==> config.mk <==
export PLATFORM = sky130hd
export DESIGN_NAME = vx_branch_join
export DESIGN_NICKNAME = d
export VERILOG_FILES = /design/src/rtl/vx_branch_join.sv
export SDC_FILE = /design/constraint.sdc
export NUM_CORES = 1
export LEC_CHECK = 0
export CORE_MARGIN = 3
export CORE_UTILIZATION = 60
export DETAILED_ROUTE_END_ITERATION = 12
export PLACE_DENSITY = 0.85
export SLEW_MARGIN = 20
export SYNTH_ARGS = -nofsm -noshare
export SYNTH_HDL_FRONTEND = slang
export SYNTH_SLANG_ARGS = --single-unit
==> constraint.sdc <==
create_clock -name clk -period 26.2 [get_ports clk]
set_clock_uncertainty 0.15 [all_clocks]
set_input_delay 2.62 -clock clk [delete_from_list [all_inputs] [get_ports clk]]
set_output_delay 2.62 -clock clk [all_outputs]
set_load 0.01 [all_outputs]
==> src/rtl/vx_branch_join.sv <==
// vx_branch_join
//   Joins per-warp branch issue with branch resolutions coming back from the
//   ALU blocks. A warp that issued a branch is stalled until its branch
//   resolves; a taken branch then offers a PC redirect to the scheduler,
//   arbitrated round-robin across warps.
//
// Ports
//   clk, reset           clock, asynchronous active-high reset
//   issue_valid/wid      scheduler issued a branch for warp issue_wid
//   br_valid/wid/taken/dest
//                        per-ALU-block resolution strobes (packed per block)
//   redir_valid/ready    redirect handshake towards the scheduler
//   redir_wid/dest       warp and target PC of the offered redirect
//   stall_mask           bit w set while warp w is not idle
//   err                  sticky protocol-error flag
//   perf_branches/taken  accepted-resolution and taken-resolution counters
module vx_branch_join #(
    parameter int CORE_ID    = 0,
    parameter int NUM_BLOCKS = 2,
    parameter int NUM_WARPS  = 8,
    parameter int PC_BITS    = 32,
    parameter int NW_WIDTH   = (NUM_WARPS > 1) ? $clog2(NUM_WARPS) : 1
) (
    input  logic                             clk,
    input  logic                             reset,
    input  logic                             issue_valid,
    input  logic [NW_WIDTH-1:0]              issue_wid,
    input  logic [NUM_BLOCKS-1:0]            br_valid,
    input  logic [NUM_BLOCKS*NW_WIDTH-1:0]   br_wid,
    input  logic [NUM_BLOCKS-1:0]            br_taken,
    input  logic [NUM_BLOCKS*PC_BITS-1:0]    br_dest,
    output logic                             redir_valid,
    input  logic                             redir_ready,
    output logic [NW_WIDTH-1:0]              redir_wid,
    output logic [PC_BITS-1:0]               redir_dest,
    output logic [NUM_WARPS-1:0]             stall_mask,
    output logic                             err,
    output logic [31:0]                      perf_branches,
    output logic [31:0]                      perf_taken
);

    // CORE_ID only tags instances for tracing; it has no effect on logic.
    if (CORE_ID < 0) begin : g_core_id_negative
    end

    typedef enum logic [1:0] {
        ST_IDLE     = 2'd0,
        ST_WAIT_BR  = 2'd1,
        ST_REDIRECT = 2'd2
    } warp_state_e;

    warp_state_e         state_q [NUM_WARPS];
    warp_state_e         state_d [NUM_WARPS];
    logic [PC_BITS-1:0]  dest_q  [NUM_WARPS];
    logic [PC_BITS-1:0]  dest_d  [NUM_WARPS];

    logic [NW_WIDTH-1:0] ptr_q, ptr_d;
    logic                hold_q, hold_d;
    logic [NW_WIDTH-1:0] hold_wid_q, hold_wid_d;
    logic                err_q, err_d;
    logic [31:0]         perf_br_q, perf_br_d;
    logic [31:0]         perf_tk_q, perf_tk_d;

    logic                grant_found;
    logic [NW_WIDTH-1:0] grant_wid;
    logic [NW_WIDTH-1:0] rr_idx;
    logic                fire;

    logic [NUM_WARPS-1:0] claimed;
    logic [NW_WIDTH-1:0]  res_wid;
    logic [31:0]          n_res;
    logic [31:0]          n_taken;

    // Redirect selection. Once an offer is stalled by !redir_ready it is
    // latched (hold_q) so a warp that enters REDIRECT with higher rotation
    // priority cannot change the offer until it fires.
    always_comb begin
        grant_found = 1'b0;
        grant_wid   = '0;
        rr_idx      = '0;
        if (hold_q) begin
            grant_found = (state_q[hold_wid_q] == ST_REDIRECT);
            grant_wid   = hold_wid_q;
        end else begin
            for (int unsigned i = 0; i < NUM_WARPS; i++) begin
                rr_idx = NW_WIDTH'((32'(ptr_q) + i) % NUM_WARPS);
                if (!grant_found && state_q[rr_idx] == ST_REDIRECT) begin
                    grant_found = 1'b1;
                    grant_wid   = rr_idx;
                end
            end
        end
    end

    assign redir_valid   = grant_found;
    assign redir_wid     = grant_wid;
    assign redir_dest    = dest_q[grant_wid];
    assign fire          = grant_found && redir_ready;
    assign err           = err_q;
    assign perf_branches = perf_br_q;
    assign perf_taken    = perf_tk_q;

    always_comb begin
        stall_mask = '0;
        for (int unsigned w = 0; w < NUM_WARPS; w++) begin
            stall_mask[w] = (state_q[w] != ST_IDLE);
        end
    end

    // Next state. Resolutions and issue are both judged against the current
    // registered state, so a same-cycle issue to a warp that is resolving
    // always sees WAIT_BR and is rejected.
    always_comb begin
        state_d    = state_q;
        dest_d     = dest_q;
        err_d      = err_q;
        ptr_d      = ptr_q;
        claimed    = '0;
        res_wid    = '0;
        n_res      = '0;
        n_taken    = '0;
        hold_d     = grant_found && !redir_ready;
        hold_wid_d = grant_wid;

        // Lowest block index wins when several target the same warp.
        for (int unsigned b = 0; b < NUM_BLOCKS; b++) begin
            if (br_valid[b]) begin
                res_wid = br_wid[b*NW_WIDTH +: NW_WIDTH];
                if (claimed[res_wid]) begin
                    err_d = 1'b1;
                end else begin
                    claimed[res_wid] = 1'b1;
                    if (state_q[res_wid] == ST_WAIT_BR) begin
                        n_res = n_res + 32'd1;
                        if (br_taken[b]) begin
                            state_d[res_wid] = ST_REDIRECT;
                            dest_d[res_wid]  = br_dest[b*PC_BITS +: PC_BITS];
                            n_taken          = n_taken + 32'd1;
                        end else begin
                            state_d[res_wid] = ST_IDLE;
                        end
                    end else begin
                        err_d = 1'b1;
                    end
                end
            end
        end

        if (fire) begin
            state_d[grant_wid] = ST_IDLE;
            ptr_d = (grant_wid == NW_WIDTH'(NUM_WARPS - 1)) ? '0 : grant_wid + 1'b1;
        end

        if (issue_valid) begin
            if (state_q[issue_wid] == ST_IDLE) begin
                state_d[issue_wid] = ST_WAIT_BR;
            end else begin
                err_d = 1'b1;
            end
        end

        perf_br_d = perf_br_q + n_res;
        perf_tk_d = perf_tk_q + n_taken;
    end

    always_ff @(posedge clk or posedge reset) begin
        if (reset) begin
            for (int unsigned w = 0; w < NUM_WARPS; w++) begin
                state_q[w] <= ST_IDLE;
                dest_q[w]  <= '0;
            end
            ptr_q      <= '0;
            hold_q     <= 1'b0;
            hold_wid_q <= '0;
            err_q      <= 1'b0;
            perf_br_q  <= '0;
            perf_tk_q  <= '0;
        end else begin
            state_q    <= state_d;
            dest_q     <= dest_d;
            ptr_q      <= ptr_d;
            hold_q     <= hold_d;
            hold_wid_q <= hold_wid_d;
            err_q      <= err_d;
            perf_br_q  <= perf_br_d;
            perf_tk_q  <= perf_tk_d;
        end
    end

endmodule

==> results of run 1 <==
## cells by family (layout without fill, tap and decap cells)
family | after synthesis | in the layout | synth area share, %
AO/OA/AOI/OAI | 467 | 467 | 15.3
XOR/XNOR | 66 | 66 | 2.95
adder cells (fa/ha/maj) | 12 | 12 | 0.843
buffers and inverters | 215 | 296 | 4.81
flip-flops | 344 | 344 | 44.0
multiplexers | 356 | 356 | 19.2
other | 0 | 4 | 0
AND/OR/NAND/NOR | 567 | 567 | 13.0
## sequential cells by signal, indices dropped and copies added (netlist names)
signal         flops
dest_q           256
err                1
hold_q             1
hold_wid_q         3
perf_branches     32
perf_taken        32
ptr_q              3
state_q           16
## critical path, stage by stage, from the launching register on
cell	delay [ns]
dfrtp_1	0.85
clkinv_4	0.29
ha_1	0.56
and4b_1	0.32
o41a_1	0.45
o21bai_1	0.21
or4_4	0.46
o31a_1	0.32
or2_0	0.20
o31a_2	0.11
buf_4	0.39
inv_4	0.67
buf_4	0.94
mux2i_1	0.19
a22o_1	0.30
a211oi_2	0.22
clkdlybuf4s50_1	0.61
## power groups by stage
stage	Combinational [W]	Sequential, W	Clock, W
floorplan	0.00157	0.000862	0
global placement	0.00228	0.000907	0
detailed placement	0.00233	0.000918	0
CTS	0.00235	0.000912	0.000545
global route	0.00254	0.000942	0.000570
finish	0.00238	0.000917	0.000541
## synth_stat cells, types with 5 or more instances
cell / n / area share, %
dfrtp_1: 344 / 44
mux2i_1: 334 / 17
nand2_1: 229 / 4.4
nor2_1: 170 / 3.3
a21oi_1: 168 / 4.3
o21ai_0: 140 / 3.6
clkbuf_1: 126 / 2.4
xnor2_1: 49 / 2.2
and2_1: 36 / 1.1
a211oi_1: 35 / 1.3
a22o_1: 33 / 1.5
a211oi_2: 32 / 2.0
buf_1: 32 / 0.61
nand3_1: 29 / 0.74
nand2b_1: 21 / 0.67
and3_1: 20 / 0.64
buf_2: 19 / 0.49
inv_1: 17 / 0.33
xor2_1: 17 / 0.76
or2_2: 14 / 0.45
nor2b_1: 12 / 0.38
ha_1: 10 / 0.64
nor3_1: 10 / 0.26
buf_4: 9 / 0.34
mux4_2: 9 / 1.0
buf_6: 8 / 0.46
mux2_2: 8 / 0.46
nand4_1: 7 / 0.22
o221ai_1: 7 / 0.31
o31ai_1: 7 / 0.27
o211ai_1: 5 / 0.19
## routing by layer
metal	vias up	wire length [um]	global-route usage, %	share of wire, %
met1	7918	21600	40.4	39
li1	7241	-	-	-
met3	183	4860	5.80	8.7
met5	-	33	0	0.059
met4	6	2320	14.6	4.1
met2	863	27100	52.1	49
## per-stage QoR
step,setup slack [ns],util [%],cells,hold WS [ns]
after detailed placement,16.43,67.1,2478,0.314
after global placement,16.56,67.1,2478,0.307
after CTS,15.85,71.1,2542,0.324
final,15.70,71.2,2547,0.320
after floorplan,13.89,-,2027,0.354
after global routing,15.46,71.2,2547,0.348
## cell type report
cell class,instances,area (um2)
diodes,4,10.0
clock buffers,53,1120
clock inverters,11,144
fillers,2276,9190
inverters,20,91.3
multi-input cells,1468,10100
flip-flops and latches,344,8610
well taps,435,544
repair buffers,212,2090
## worst min path at each step
stage                               endpoint                      from  depth (start not counted)  slack [ns]
floorplan           perf_taken[31]$_DFF_PP0_  perf_taken[31]$_DFF_PP0_                          1        0.35
global placement    perf_taken[31]$_DFF_PP0_  perf_taken[31]$_DFF_PP0_                          1        0.31
detailed placement  perf_taken[31]$_DFF_PP0_  perf_taken[31]$_DFF_PP0_                          1        0.31
CTS                 perf_taken[31]$_DFF_PP0_  perf_taken[31]$_DFF_PP0_                          1        0.32
global route        perf_taken[31]$_DFF_PP0_  perf_taken[31]$_DFF_PP0_                          1        0.35
finish              perf_taken[31]$_DFF_PP0_  perf_taken[31]$_DFF_PP0_                          1        0.32
==> impl_metrics.toml, run 1 <==
[power_and_ir_drop]
internal_power_w = 0.00217
switching_power_w = 0.00167
power_frac_comb_pct = 62.0
p_sw_share_pct = 43.5
finalPower_w = 0.00384
seq_power_share_pct = 23.9
ir_worst_vdd_mv = 0.220
p_leak_nw = 11.1
powerDensity_nw_per_um2 = 169
power_frac_clock_pct = 14.1

[setup_path]
regToRegSetupSlack_ns = 19.95
worstSetupEndpoint = "redir_dest[3]"
reg2reg_from = "ptr_q[0]$_DFFE_PP0N_"
cp-end-kind = "output port"
rr_endpoint = "hold_wid_q[1]$_DFF_PP0_"
required_ns = 23.43
worstPathMaxFanout = 80
arrival_ns = 7.73
crit_path_start = "ptr_q[0]$_DFFE_PP0N_"
critPathKind = "flop to output port"
critPathLaunchType = "flop"
r2r.worst_path.cells = 12

[clock_tree]
cts_max_level = 2
hold_buffers = 0
clk_pin_slew_ns = 0.06
post_cts.resized_instances = 0
cts_tree = "yes"
clock_path_buffers = 3
clk_latency_ns = 0.53
post_cts_buffers = 0
clockRootBuffer = "clkbuf_16"
cts.sinks = 344
numCtsBuffers = 38

[finish]
final_cell_mix = "344 x dfrtp_1, 334 x mux2i_1, 223 x nand2_1, 189 x clkdlybuf4s50_1, 169 x nor2_1"
drive_gt1_share_pct = 8.06
layout.nets = 2177
syn_to_final_growth_pct = 15.9
final_common_cell = "dfrtp_1"
final_cell_area_um2 = 22700

[global_route]
grt_max_degree = 178
antenna_found_initial = 7
grt-ovfl-total = 0
grt_pass1_wl_mm = 89.2
grtUsageTotal_pct = 31.5
grt_pass1_vias = 16500

[timing]
fin_crit_ns = 10.50
slew_headroom_pct = 25.8
finalHoldViolations = 0
max_clock_freq_ghz = 0.0952
post-route-period-util_pct = 40.1
slew_viol_final = 0
setup_tns_ns = 0
worst_pin_slew_ns = 1.11
setup_viol = 0
rsz0062_at_grt = "no"

[synthesis]
synth_seq_cells = 344
ys_warn_count = 0
synth_edf_count = 0
async_flop_share_pct = 100
yosysUniqueCellTypes = 74
yosysSeqAreaShare_pct = 44.0
syn_nets = 2120
syn_area_um2 = 19600
avgSynthCellArea_um2 = 9.66
synthFlopType = "dfrtp_1"
syn_inst = 2027

[hold_path]
hp-class = "flop to flop"

[detailed_routing]
drt-pass1-iter-count = 6
drtIter0Drc = 1588
routedWlPerCell_um = 22.0
vias = 16200
wirelength_mm = 55.9
ant_nets = 0
routed_via_density = 6.36
drc = 0

[placed_design]
dp_hpwl_mm = 33.4
portBuffers = 189
place_area_um2 = 21400
place_congestion = 0.920

[run]
drv_cap = 0

[floorplanning]
num_rows = 65
core_area_um2 = 31900
ios = 190
die_area_um2 = 34800
die_h_um = 187
die_x_um = 187
initial_core_util_pct = 61.4

[status]
outcome = "finished, final reports clean"
(Power assumes the default switching activity.)
==> inputs of run 2 (changes only) <==
--- a/config.mk
+++ b/config.mk
@@ -6,9 +6,9 @@
 export NUM_CORES = 1
 export LEC_CHECK = 0
 export CORE_MARGIN = 3
-export CORE_UTILIZATION = 60
+export CORE_UTILIZATION = 53
 export DETAILED_ROUTE_END_ITERATION = 12
-export PLACE_DENSITY = 0.85
+export PLACE_DENSITY = 0.8
 export SLEW_MARGIN = 20
 export SYNTH_ARGS = -nofsm -noshare
 export SYNTH_HDL_FRONTEND = slang
==> constraint.sdc (replaced) <==
create_clock -name clk -period 8.9 [get_ports clk]
set_clock_uncertainty 0.15 [all_clocks]
set_input_delay 0.89 -clock clk [delete_from_list [all_inputs] [get_ports clk]]
set_output_delay 0.89 -clock clk [all_outputs]
set_load 0.01 [all_outputs]
==> impl_metrics.toml, run 2 (synthesized netlist as in run 1, its figures left out) <==
[setup_path]
path_cells = "clkinv_4 -> ha_1 -> and4b_1 -> o41a_1 -> o21bai_1 -> or4_4 -> o31a_1 -> or2_0 -> o31a_2 -> inv_4 -> buf_4 -> mux2i_1 -> a22o_1 -> a211oi_2 -> clkdlybuf4s50_1"
critPathTopFamily = "buffers and inverters"
cp-end-kind = "output port"
required_ns = 7.86
critPathKind = "flop to output port"
arrival_ns = 6.77
critPathLaunchType = "flop"
crit_buf_inv = 4
worstPathMaxFanout = 64
slowest_stage = "dfrtp_1"
slowest_delay_ns = 0.85

[floorplanning]
ios = 190
core_area_um2 = 36000
die_h_um = 198
die_x_um = 198
num_rows = 69
die_area_um2 = 39300
initial_core_util_pct = 54.4

[clock_tree]
post_cts.resized_instances = 0
clk_pin_slew_ns = 0.06
clockRootBuffer = "clkbuf_16"
clk_latency_ns = 0.52
hold_buffers = 0
clock_path_buffers = 3
cts_tree = "yes"
numCtsBuffers = 38
cts.sinks = 344
post_cts_buffers = 0
cts_max_level = 2

[timing]
worst_pin_slew_ns = 1.04
setup_viol = 0
post-route-period-util_pct = 87.7
max_clock_freq_ghz = 0.128
rsz0062_at_grt = "no"
finalHoldViolations = 0
fin_crit_ns = 7.81
slew_viol_final = 0
setup_tns_ns = 0
slew_headroom_pct = 30.9

[detailed_routing]
dr_wl_met3_mm = 3.81
drc = 0
vias = 15700
drtIter0Drc = 1409
m1WireLength_mm = 23.0
wl_met2_mm = 26.7
highest_layer = "met5"
routedWlPerCell_um = 21.1
wirelength_mm = 54.4
routed_via_density = 6.08
drt-pass1-iter-count = 5
ant_nets = 0

[global_route]
grt-ovfl-total = 0
grt_pass1_vias = 15700
grt_pass1_wl_mm = 86.5
antenna_found_initial = 2
grt_max_degree = 174
grtUsageTotal_pct = 27.4

[placed_design]
portBuffers = 189
dp_hpwl_mm = 32.7
place_congestion = 0.946

[finish]
syn_to_final_growth_pct = 16.2
final_cell_mix = "344 x dfrtp_1, 334 x mux2i_1, 223 x nand2_1, 189 x clkdlybuf4s50_1, 169 x nor2_1"
utilization_pct = 63.2
top_register = "dest_q"
largest_reg_flops = 256
layout.nets = 2181
final_common_cell = "dfrtp_1"
fill_cells = 2819
drive_gt1_share_pct = 8.36

[power_and_ir_drop]
p_sw_share_pct = 43.3
switching_power_w = 0.00487
powerDensity_nw_per_um2 = 494
ir_worst_vdd_mv = 0.612
p_leak_nw = 11.2
finalPower_w = 0.0112
internal_power_w = 0.00636
power_frac_clock_pct = 14.0
seq_power_share_pct = 23.9
power_frac_comb_pct = 62.1

[hold_path]
hp-class = "flop to flop"

[status]
outcome = "finished, final reports clean"

[run]
drv_cap = 0
[run 2: cell count changes in the layout (fill, tap and decap cells not counted), sizes merged]
cell / change
bufinv: -2
clkinvlp: +1
diode: -3
clkbuf: +4
buf: +4
clkinv: +2
[run 2: routing by layer]
| layer | global-route usage [%] | vias to the layer above |
|---|---|---|
| met5 | 0 | - |
| met4 | 6.92 | 2 |
| met3 | 4.90 | 88 |
| met2 | 45.6 | 585 |
| met1 | 37.4 | 7755 |
| li1 | - | 7256 |
[run 2: layout make-up]
cell class                 count  area (um2)  area share (%)
antenna                        1        2.50          0.0110
clock buffer                  57        1150            5.07
clock inverter                12         114           0.501
sequential                   344        8610            37.8
inverter                      20        87.6           0.385
tap                          461         577            2.54
multi-input combinational   1468       10100            44.3
timing repair buffer         216        2120            9.32
[run 2: path summary, 6_finish.rpt]
kind | to | cells after the start | startpoint | slack, ns
setup / recovery | redir_dest[21] | 15 | ptr_q[0]$_DFFE_PP0N_ | 1.09
hold / removal | perf_taken[31]$_DFF_PP0_ | 1 | perf_taken[31]$_DFF_PP0_ | 0.33
setup reg to reg | ptr_q[2]$_DFFE_PP0N_ | 14 | ptr_q[0]$_DFFE_PP0N_ | 2.90
hold reg to reg | perf_taken[31]$_DFF_PP0_ | 1 | perf_taken[31]$_DFF_PP0_ | 0.33
max in group asynchronous | perf_branches[22]$_DFF_PP0_ | 4 | reset | 6.31
min in group asynchronous | dest_q[81]$_DFF_PP0_ | 3 | reset | 0.77
[run 2: power by group through the flow]
stage	sequential, W	combinational, W	clock [W]
global route	0.00276	0.00745	0.00166
detailed placement	0.00269	0.00690	0
floorplan	0.00254	0.00463	0
CTS	0.00267	0.00694	0.00159
finish	0.00268	0.00697	0.00158
global placement	0.00266	0.00683	0
[run 2: stage by stage]
stage | setup slack, ns | instance area, um2 | hold WS (ns) | cells
floorplan | 3.26 | 19600 | 0.354 | 2027
global placement | 1.86 | 21500 | 0.307 | 2509
detailed placement | 1.74 | 21500 | 0.323 | 2509
CTS | 1.18 | 22700 | 0.333 | 2578
global route | 0.817 | 22700 | 0.356 | 2579
finish | 1.09 | 22700 | 0.333 | 2579
